$ cat src/rtl/cp0_exc_handler.sv
// cp0_exc_handler: coprocessor-0 exception/interrupt decision and SR/Cause/EPC/PRId storage.
// Sits beside the M stage; IntReq flushes the pipeline and redirects fetch to the handler.
module cp0_exc_handler #(
  parameter logic [31:0] PRID    = 32'h2019_0700,
  parameter logic [4:0]  EXC_INT = 5'd0
) (
  input  logic        clk,
  input  logic        reset,
  input  logic [4:0]  A1,
  input  logic [4:0]  A2,
  input  logic [31:0] DIn,
  input  logic        WE,
  input  logic        EXLClr,
  input  logic [31:0] PC,
  input  logic        BD,
  input  logic        ExcValid,
  input  logic [4:0]  ExcCodeIn,
  input  logic [5:0]  HWInt,
  output logic        IntReq,
  output logic [31:0] EPCOut,
  output logic [31:0] DOut
);

  localparam int unsigned DATA_W = 32;
  localparam int unsigned IM_W   = 6;
  localparam int unsigned CODE_W = 5;
  localparam int unsigned EPC_W  = DATA_W - 2;

  localparam logic [4:0] REG_SR    = 5'd12;
  localparam logic [4:0] REG_CAUSE = 5'd13;
  localparam logic [4:0] REG_EPC   = 5'd14;
  localparam logic [4:0] REG_PRID  = 5'd15;

  // SR fields
  logic [IM_W-1:0]   im_q,   im_d;
  logic              exl_q,  exl_d;
  logic              ie_q,   ie_d;
  // Cause fields
  logic              bd_q,   bd_d;
  logic [IM_W-1:0]   ip_q,   ip_d;
  logic [CODE_W-1:0] code_q, code_d;
  // EPC is word aligned; only bits 31:2 are stored
  logic [EPC_W-1:0]  epc_q,  epc_d;

  logic              irq_c;
  logic              exc_c;
  logic [DATA_W-1:0] epc_src_c;
  logic [DATA_W-1:0] sr_rd_c;
  logic [DATA_W-1:0] cause_rd_c;
  logic [DATA_W-1:0] epc_rd_c;
  logic              unused_pc_low_c;

  // Take decision: enabled pending interrupt or a fresh exception, both masked while in a handler
  always_comb begin
    irq_c  = (|(HWInt & im_q)) & ie_q & ~exl_q;
    exc_c  = ExcValid & ~exl_q;
    IntReq = irq_c | exc_c;
  end

  // Return address: a delay-slot instruction restarts at its branch
  always_comb begin
    epc_src_c = BD ? (PC - DATA_W'(4)) : PC;
  end

  // Low PC bits are discarded when captured into EPC
  assign unused_pc_low_c = ^epc_src_c[1:0];

  // Architected read views of the stored registers
  always_comb begin
    sr_rd_c    = {16'b0, im_q, 8'b0, exl_q, ie_q};
    cause_rd_c = {bd_q, 15'b0, ip_q, 3'b0, code_q, 2'b00};
    epc_rd_c   = {epc_q, 2'b00};
  end

  // mfc0 read mux over stored state (same-cycle mtc0 not bypassed)
  always_comb begin
    DOut = '0;
    case (A1)
      REG_SR:    DOut = sr_rd_c;
      REG_CAUSE: DOut = cause_rd_c;
      REG_EPC:   DOut = epc_rd_c;
      REG_PRID:  DOut = PRID;
      default:   DOut = '0;
    endcase
  end

  // eret target comes straight from the EPC register
  assign EPCOut = epc_rd_c;

  // Next-state: exception entry wins over mtc0/eret; eret overrides an mtc0 write of EXL
  always_comb begin
    im_d   = im_q;
    exl_d  = exl_q;
    ie_d   = ie_q;
    bd_d   = bd_q;
    code_d = code_q;
    epc_d  = epc_q;
    ip_d   = HWInt;

    if (IntReq) begin
      exl_d  = 1'b1;
      code_d = irq_c ? EXC_INT : ExcCodeIn;
      bd_d   = BD;
      epc_d  = epc_src_c[DATA_W-1:2];
    end else begin
      if (WE) begin
        case (A2)
          REG_SR: begin
            im_d  = DIn[15:10];
            exl_d = DIn[1];
            ie_d  = DIn[0];
          end
          REG_EPC: epc_d = DIn[DATA_W-1:2];
          default: ;
        endcase
      end
      if (EXLClr) begin
        exl_d = 1'b0;
      end
    end
  end

  // State registers with immediate asynchronous clear
  always_ff @(posedge clk or posedge reset) begin
    if (reset) begin
      im_q   <= '0;
      exl_q  <= 1'b0;
      ie_q   <= 1'b0;
      bd_q   <= 1'b0;
      ip_q   <= '0;
      code_q <= '0;
      epc_q  <= '0;
    end else begin
      im_q   <= im_d;
      exl_q  <= exl_d;
      ie_q   <= ie_d;
      bd_q   <= bd_d;
      ip_q   <= ip_d;
      code_q <= code_d;
      epc_q  <= epc_d;
    end
  end

endmodule

$ cat config.mk
export PLATFORM = sky130hd
export DESIGN_NAME = cp0_exc_handler
export DESIGN_NICKNAME = d
export VERILOG_FILES = /design/src/rtl/cp0_exc_handler.sv
export SDC_FILE = /design/constraint.sdc
export NUM_CORES = 1
export LEC_CHECK = 0
export ABC_AREA = 1
export BUFFER_PORTS_ARGS = -buffer_cell sky130_fd_sc_hd__buf_4
export CAP_MARGIN = 10
export CORE_ASPECT_RATIO = 0.75
export CORE_UTILIZATION = 44
export CTS_CLUSTER_DIAMETER = 200
export DETAILED_ROUTE_END_ITERATION = 7
export MAX_ROUTING_LAYER = met4
export PLACE_DENSITY = 0.78
export REMOVE_ABC_BUFFERS = 1
export SETUP_SLACK_MARGIN = 0.1
export SYNTH_ARGS = -nofsm -noshare
export SYNTH_HDL_FRONTEND = slang
export SYNTH_SLANG_ARGS = --single-unit
$ cat constraint.sdc
create_clock -name clk -period 1.7 [get_ports clk]
set_clock_uncertainty 0.2 [all_clocks]
set_input_delay 0.085 -clock clk [delete_from_list [all_inputs] [get_ports clk]]
set_output_delay 0.085 -clock clk [all_outputs]
set_load 0.05 [all_outputs]
[Word level (Yosys, flattened, before mapping)]
Index checks and enable logic that the tools add are counted.
Storage, ports and cells
  input bits: 91
  RAM bits: 0
  bits in read-only memories: 0
  latch bits: 0
  word-level logic and storage cells: 39
  register bits after elaboration: 50
  memories: 0
  output and inout port bits: 65
Cells by class
  reductions and logical operators: 8
  shifts and indexed selects: 0
  divide/modulo/power cells: 0
  muxes and demuxes: 10
  $lt $le $gt $ge: 0
  equality and inequality tests: 6
  bitwise logic cells: 7
  multipliers: 0
  $add $sub $neg: 1
Operators by type and width (count)
  32-bit one-hot mux with 4 select lines: 1
  30-bit 2-to-1 mux: 3
  32-bit 2-to-1 mux: 1
  32-bit by 3-bit subtractor with 32-bit output (second input constant): 1
  5-bit by 4-bit equality test with 1-bit output (second input constant): 6
  6-bit AND: 1
  3-bit nonzero test: 2
  6-bit OR reduction: 1
  5-bit 2-to-1 mux: 1
  1-bit 2-to-1 mux: 4
  2-bit AND reduction: 2
  2-bit nonzero test: 2
  1-bit AND: 3
  3-bit AND reduction: 1
  1-bit NOT: 2
  1-bit OR: 1

[Depth between registers and ports, before layout]
  depth in word-level cells: 7
  gate-level depth with buffers: 13
  mapped depth without buffers: 13

[Worst setup path before layout]
Ideal clock, no wire load.
  path kind: register to output
  start: reg epc_q[1]
  end: out DOut[3]
  data required time: 1.415 ns
  stages on the path, launching flop included: 3
  path buffers: 0
  slack: -0.091 ns
  data arrival time: 1.506 ns
  cells stage by stage: dfrtp_1 inv_1 o22ai_1
On the way
  word-level cells in the longest chain between the ends: 1
Ends and longest elaborated chain
  start: declaration: line 43  | logic [EPC_W-1:0] epc_q, epc_d;
  start signal: assignment: line 140  | epc_q <= epc_d;
  32-bit one-hot mux with 4 select lines: line 78  | case (A1)
  end: declaration: line 21  | output logic [31:0] DOut
No other way between the ends.

[Worst setup path after layout]
  start: reg im_q[3]
  end: reg epc_q[11]
On the way
  word-level cells in the longest chain between the ends: 7
  elaborated cells between the ends (all ways): 9
  classes of those cells: mux: 1; bitwise: 4; reduce/logical: 4
Ends and longest elaborated chain
  start: declaration: line 35  | logic [IM_W-1:0] im_q, im_d;
  start signal: assignment: line 134  | im_q <= im_d;
  6-bit AND (*): line 55  | irq_c = (|(HWInt & im_q)) & ie_q & ~exl_q;
  6-bit OR reduction (*): line 55
  1-bit AND (*) (2 in series): line 55
  1-bit OR (*): line 57  | IntReq = irq_c | exc_c;
  2-bit nonzero test (no line)
  2-bit AND reduction (no line)
Mark *: on every way between the ends. The rest lies on a longest branch, timed or not.
A chain may end at the register's enable or synchronous reset.

==> impl_metrics.json <==
{
  "synth_area_leaders": "dfrtp_1 34%, nand2_1 22%, inv_1 8.9%",
  "cp_data_required_time_ns": 1.76,
  "setup_tns_ns": -3.74,
  "drt_pass1_iterations": 6,
  "path_buf_inv": 3,
  "grt_max_degree": 25,
  "grt.overflow.total": 0,
  "grt_pass1_wl_um": 22400,
  "core-area_sq_um": 7990,
  "drtIter0Drc": 601,
  "portBuffers": 151,
  "fin_crit_sh_pct": 108,
  "syn-cell-area_sq_um": 3680,
  "clock_latency_ns": 0.32,
  "worst_hold_slack_ns": 0.0287,
  "fillCellCount": 558,
  "critPathKind": "flop to flop",
  "setup_ws_ns": -0.137,
  "finalSetupViolCount": 35,
  "path_clk_slew_ns": 0.10,
  "yosysTopAreaCellShare_pct": 34.0,
  "arrival_ns": 1.90,
  "r2r-end": "epc_q[11]$_DFFE_PP0P_",
  "cts_buffers": 5,
  "p_sw_mw": 4.54,
  "netSwitchingFraction_pct": 50.5,
  "finalCriticalPeriod_ns": 1.84,
  "track_usage_pct": 34.6,
  "ys_ff_latch": 50,
  "crit_fanout": 7,
  "seqPwrFrac_pct": 24.6,
  "routed_wl_um": 15300,
  "r2r_cells": 12,
  "path_depth": 12,
  "cts.sinks": 50,
  "comb_power_share_pct": 65.2,
  "p_int_mw": 4.45,
  "hold_path.class": "input pin to flop",
  "ant_nets": 0,
  "p_clk_share_pct": 10.2,
  "finish.net_count": 931,
  "grt_pass1_vias": 4605,
  "rsz0062_at_grt": "true",
  "max_clock_freq_ghz": 0.544,
  "die_x_um": 108,
  "syn_avg_cell_area_sq_um": 6.21,
  "postSynthCellCount": 592,
  "n_antenna_cell": 0,
  "netlist-cell-type-count": 31,
  "dp_hpwl_um": 9520,
  "fin_util_pct": 78.4,
  "maxCapViolCount": 0,
  "drc": 0,
  "dpl_worst_slack_ns": -0.0465,
  "power_density_nw_per_um2": 1440,
  "final_cells": 945,
  "placementRows": 28,
  "die_y_um": 81.2,
  "outcome": "complete, but fails checks",
  "grt_antenna_before_repair": 0,
  "ios": 156,
  "critPathTopFamily": "simple AND/OR/NAND/NOR gates",
  "drive_gt1_share_pct": 31.0,
  "syn2layout_area_growth_pct": 70.5,
  "cp_slowest_cell": "dfrtp_1",
  "cp-endpoint": "epc_q[11]$_DFFE_PP0P_",
  "root_buffer": "clkbuf_8",
  "routed_via_density": 5.23,
  "htree_levels": 2,
  "ys_warn_count": 0,
  "tritoncts": "done",
  "wl_per_cell_um": 16.1,
  "dpl.cell_count": 850,
  "start_kind": "flop",
  "cts_buffer_depth": 2,
  "critPathCaptureType": "flop",
  "leakagePower_nw": 3.36,
  "critPathLaunch": "im_q[3]$_DFFE_PP0P_",
  "gp_congestion": 0.933,
  "reg2reg_setup_slack_ns": -0.14,
  "cp_cell_sequence": "nand2_1 -> nand2_1 -> nor2_2 -> nand3_2 -> nand3_4 -> nand2_8 -> buf_6 -> nor2_4 -> buf_6 -> buf_16 -> nand2_4 -> nand2_2",
  "cp_slowest_stage_delay_ns": 0.40,
  "initial_core_util_pct": 46.0,
  "hold_viol": 0,
  "ir_worst_vdd_v": 0.000972,
  "ys_seq_area_share_pct": 34.0,
  "die-area_sq_um": 8730,
  "vias": 4940,
  "r2r_start": "im_q[3]$_DFFE_PP0P_",
  "final_max_slew_viol_count": 0,
  "violations": "setup timing",
  "post-synth-top-area-cell": "dfrtp_1"
}
cells in the mapped netlist:
master / count
ha_1: 1
nand2_1: 216
a21oi_1: 1
buf_4: 4
nor2_1: 83
clkbuf_1: 5
nand2_2: 4
and2_1: 2
nor3_1: 2
buf_2: 2
inv_2: 1
o211ai_1: 10
dfrtp_1: 50
conb_1: 1
o21bai_1: 2
o21ai_1: 7
nand3_2: 1
nand3_4: 1
nand3_1: 43
nor2_2: 3
xor2_1: 13
buf_1: 1
nand3b_1: 2
or2_2: 2
o22ai_1: 1
clkinv_1: 1
buf_6: 8
nand4_1: 3
o21ai_0: 32
inv_1: 87
nor2_4: 3
metrics by stage:
stage	power, mW	cell area, sq um
floorplan	4.86	3530
global placement	6.34	4990
detailed placement	6.43	4990
CTS	8.20	6030
global route	9.44	6270
finish	8.99	6270
tightest hold or removal path, cell delays in order:
cell and delay [ns]:
buf_4 0.10, nand3_1 0.07, nand2_1 0.10, nand2_1 0.07, nand2_1 0.06, nand2_1 0.04
cell usage in the layout, fill, tap and decap left out, types with 3 or more instances in the layout:
master	instances
buf_12	5
buf_16	3
buf_4	172
buf_6	7
clkbuf_8	5
dfrtp_1	50
dlygate4sd3_1	68
inv_1	85
inv_2	3
nand2_1	180
nand2_2	31
nand2_4	8
nand3_1	40
nand3_2	4
nand4_1	3
nor2_1	83
nor2_4	5
o211ai_1	10
o21ai_0	20
o21ai_1	15
o21ai_2	4
xor2_1	13
final cells by class:
class | instances | area (sq um) | share of cell area, %
repair buffers | 258 | 2300 | 36.7
multi-input cells | 435 | 2130 | 34.0
flip-flops and latches | 50 | 1250 | 20.0
inverters | 89 | 335 | 5.35
well taps | 105 | 131 | 2.10
clock buffers | 5 | 68.8 | 1.10
clock inverters | 3 | 48.8 | 0.779
state kept, by name (all words and copies together), names as in the netlist:
register and count:
epc_q 30, im_q 6, ip_q 6, code_q 5, bd_q 1, exl_q 1
ie_q 1
cell families (layout without fill, tap and decap cells):
logic type	count (synthesis)	count (layout)	synth area share, %
buffers and inverters	109	355	13.2
other	1	2	0.102
xor gates and xnor gates	13	13	3.10
AOI/OAI and AO/OA	53	53	8.07
adders and majority gates	1	1	0.340
DFF	50	50	34.0
and+or+nand+nor	365	366	41.1
routing by layer:
layer | vias to the layer above | GRT usage (%) | part of all wire, %
met5 | - | - | 0
met4 | 0 | 14.7 | 3.4
met3 | 53 | 5.22 | 8.8
met2 | 304 | 54.4 | 45
met1 | 2285 | 44.8 | 42
li1 | 2298 | - | -
power by group through the flow:
stage	clock network [mW]	registers (mW)	logic [mW]
after global placement	0	2.11	4.23
final	0.917	2.21	5.86
after floorplan	0	3.32	1.54
after global routing	0.953	2.27	6.22
after CTS	0.919	2.12	5.16
after detailed placement	0	2.12	4.30
how the worst min path moves through the flow:
stage	end	slack (ns)	start	cells after the start
floorplan	ip_q[0]$_DFF_PP0_	-0.08	HWInt[0]	0
global placement	epc_q[19]$_DFFE_PP0P_	-0.07	reset	2
detailed placement	epc_q[21]$_DFFE_PP0P_	-0.06	reset	2
CTS	epc_q[17]$_DFFE_PP0P_	0.006	PC[19]	6
global route	epc_q[6]$_DFFE_PP0P_	0.08	PC[8]	6
finish	epc_q[17]$_DFFE_PP0P_	0.03	PC[19]	6
repair_timing:
item,in CTS,in global routing
hold buffers,68,0
endpoints found under the hold margin,100,0
gates resized for setup,38,48
setup endpoints to repair,51,48
gates cloned,4,3
pin swaps,7,7
setup buffers,8,4
Power figures use the tool's default switching activity.
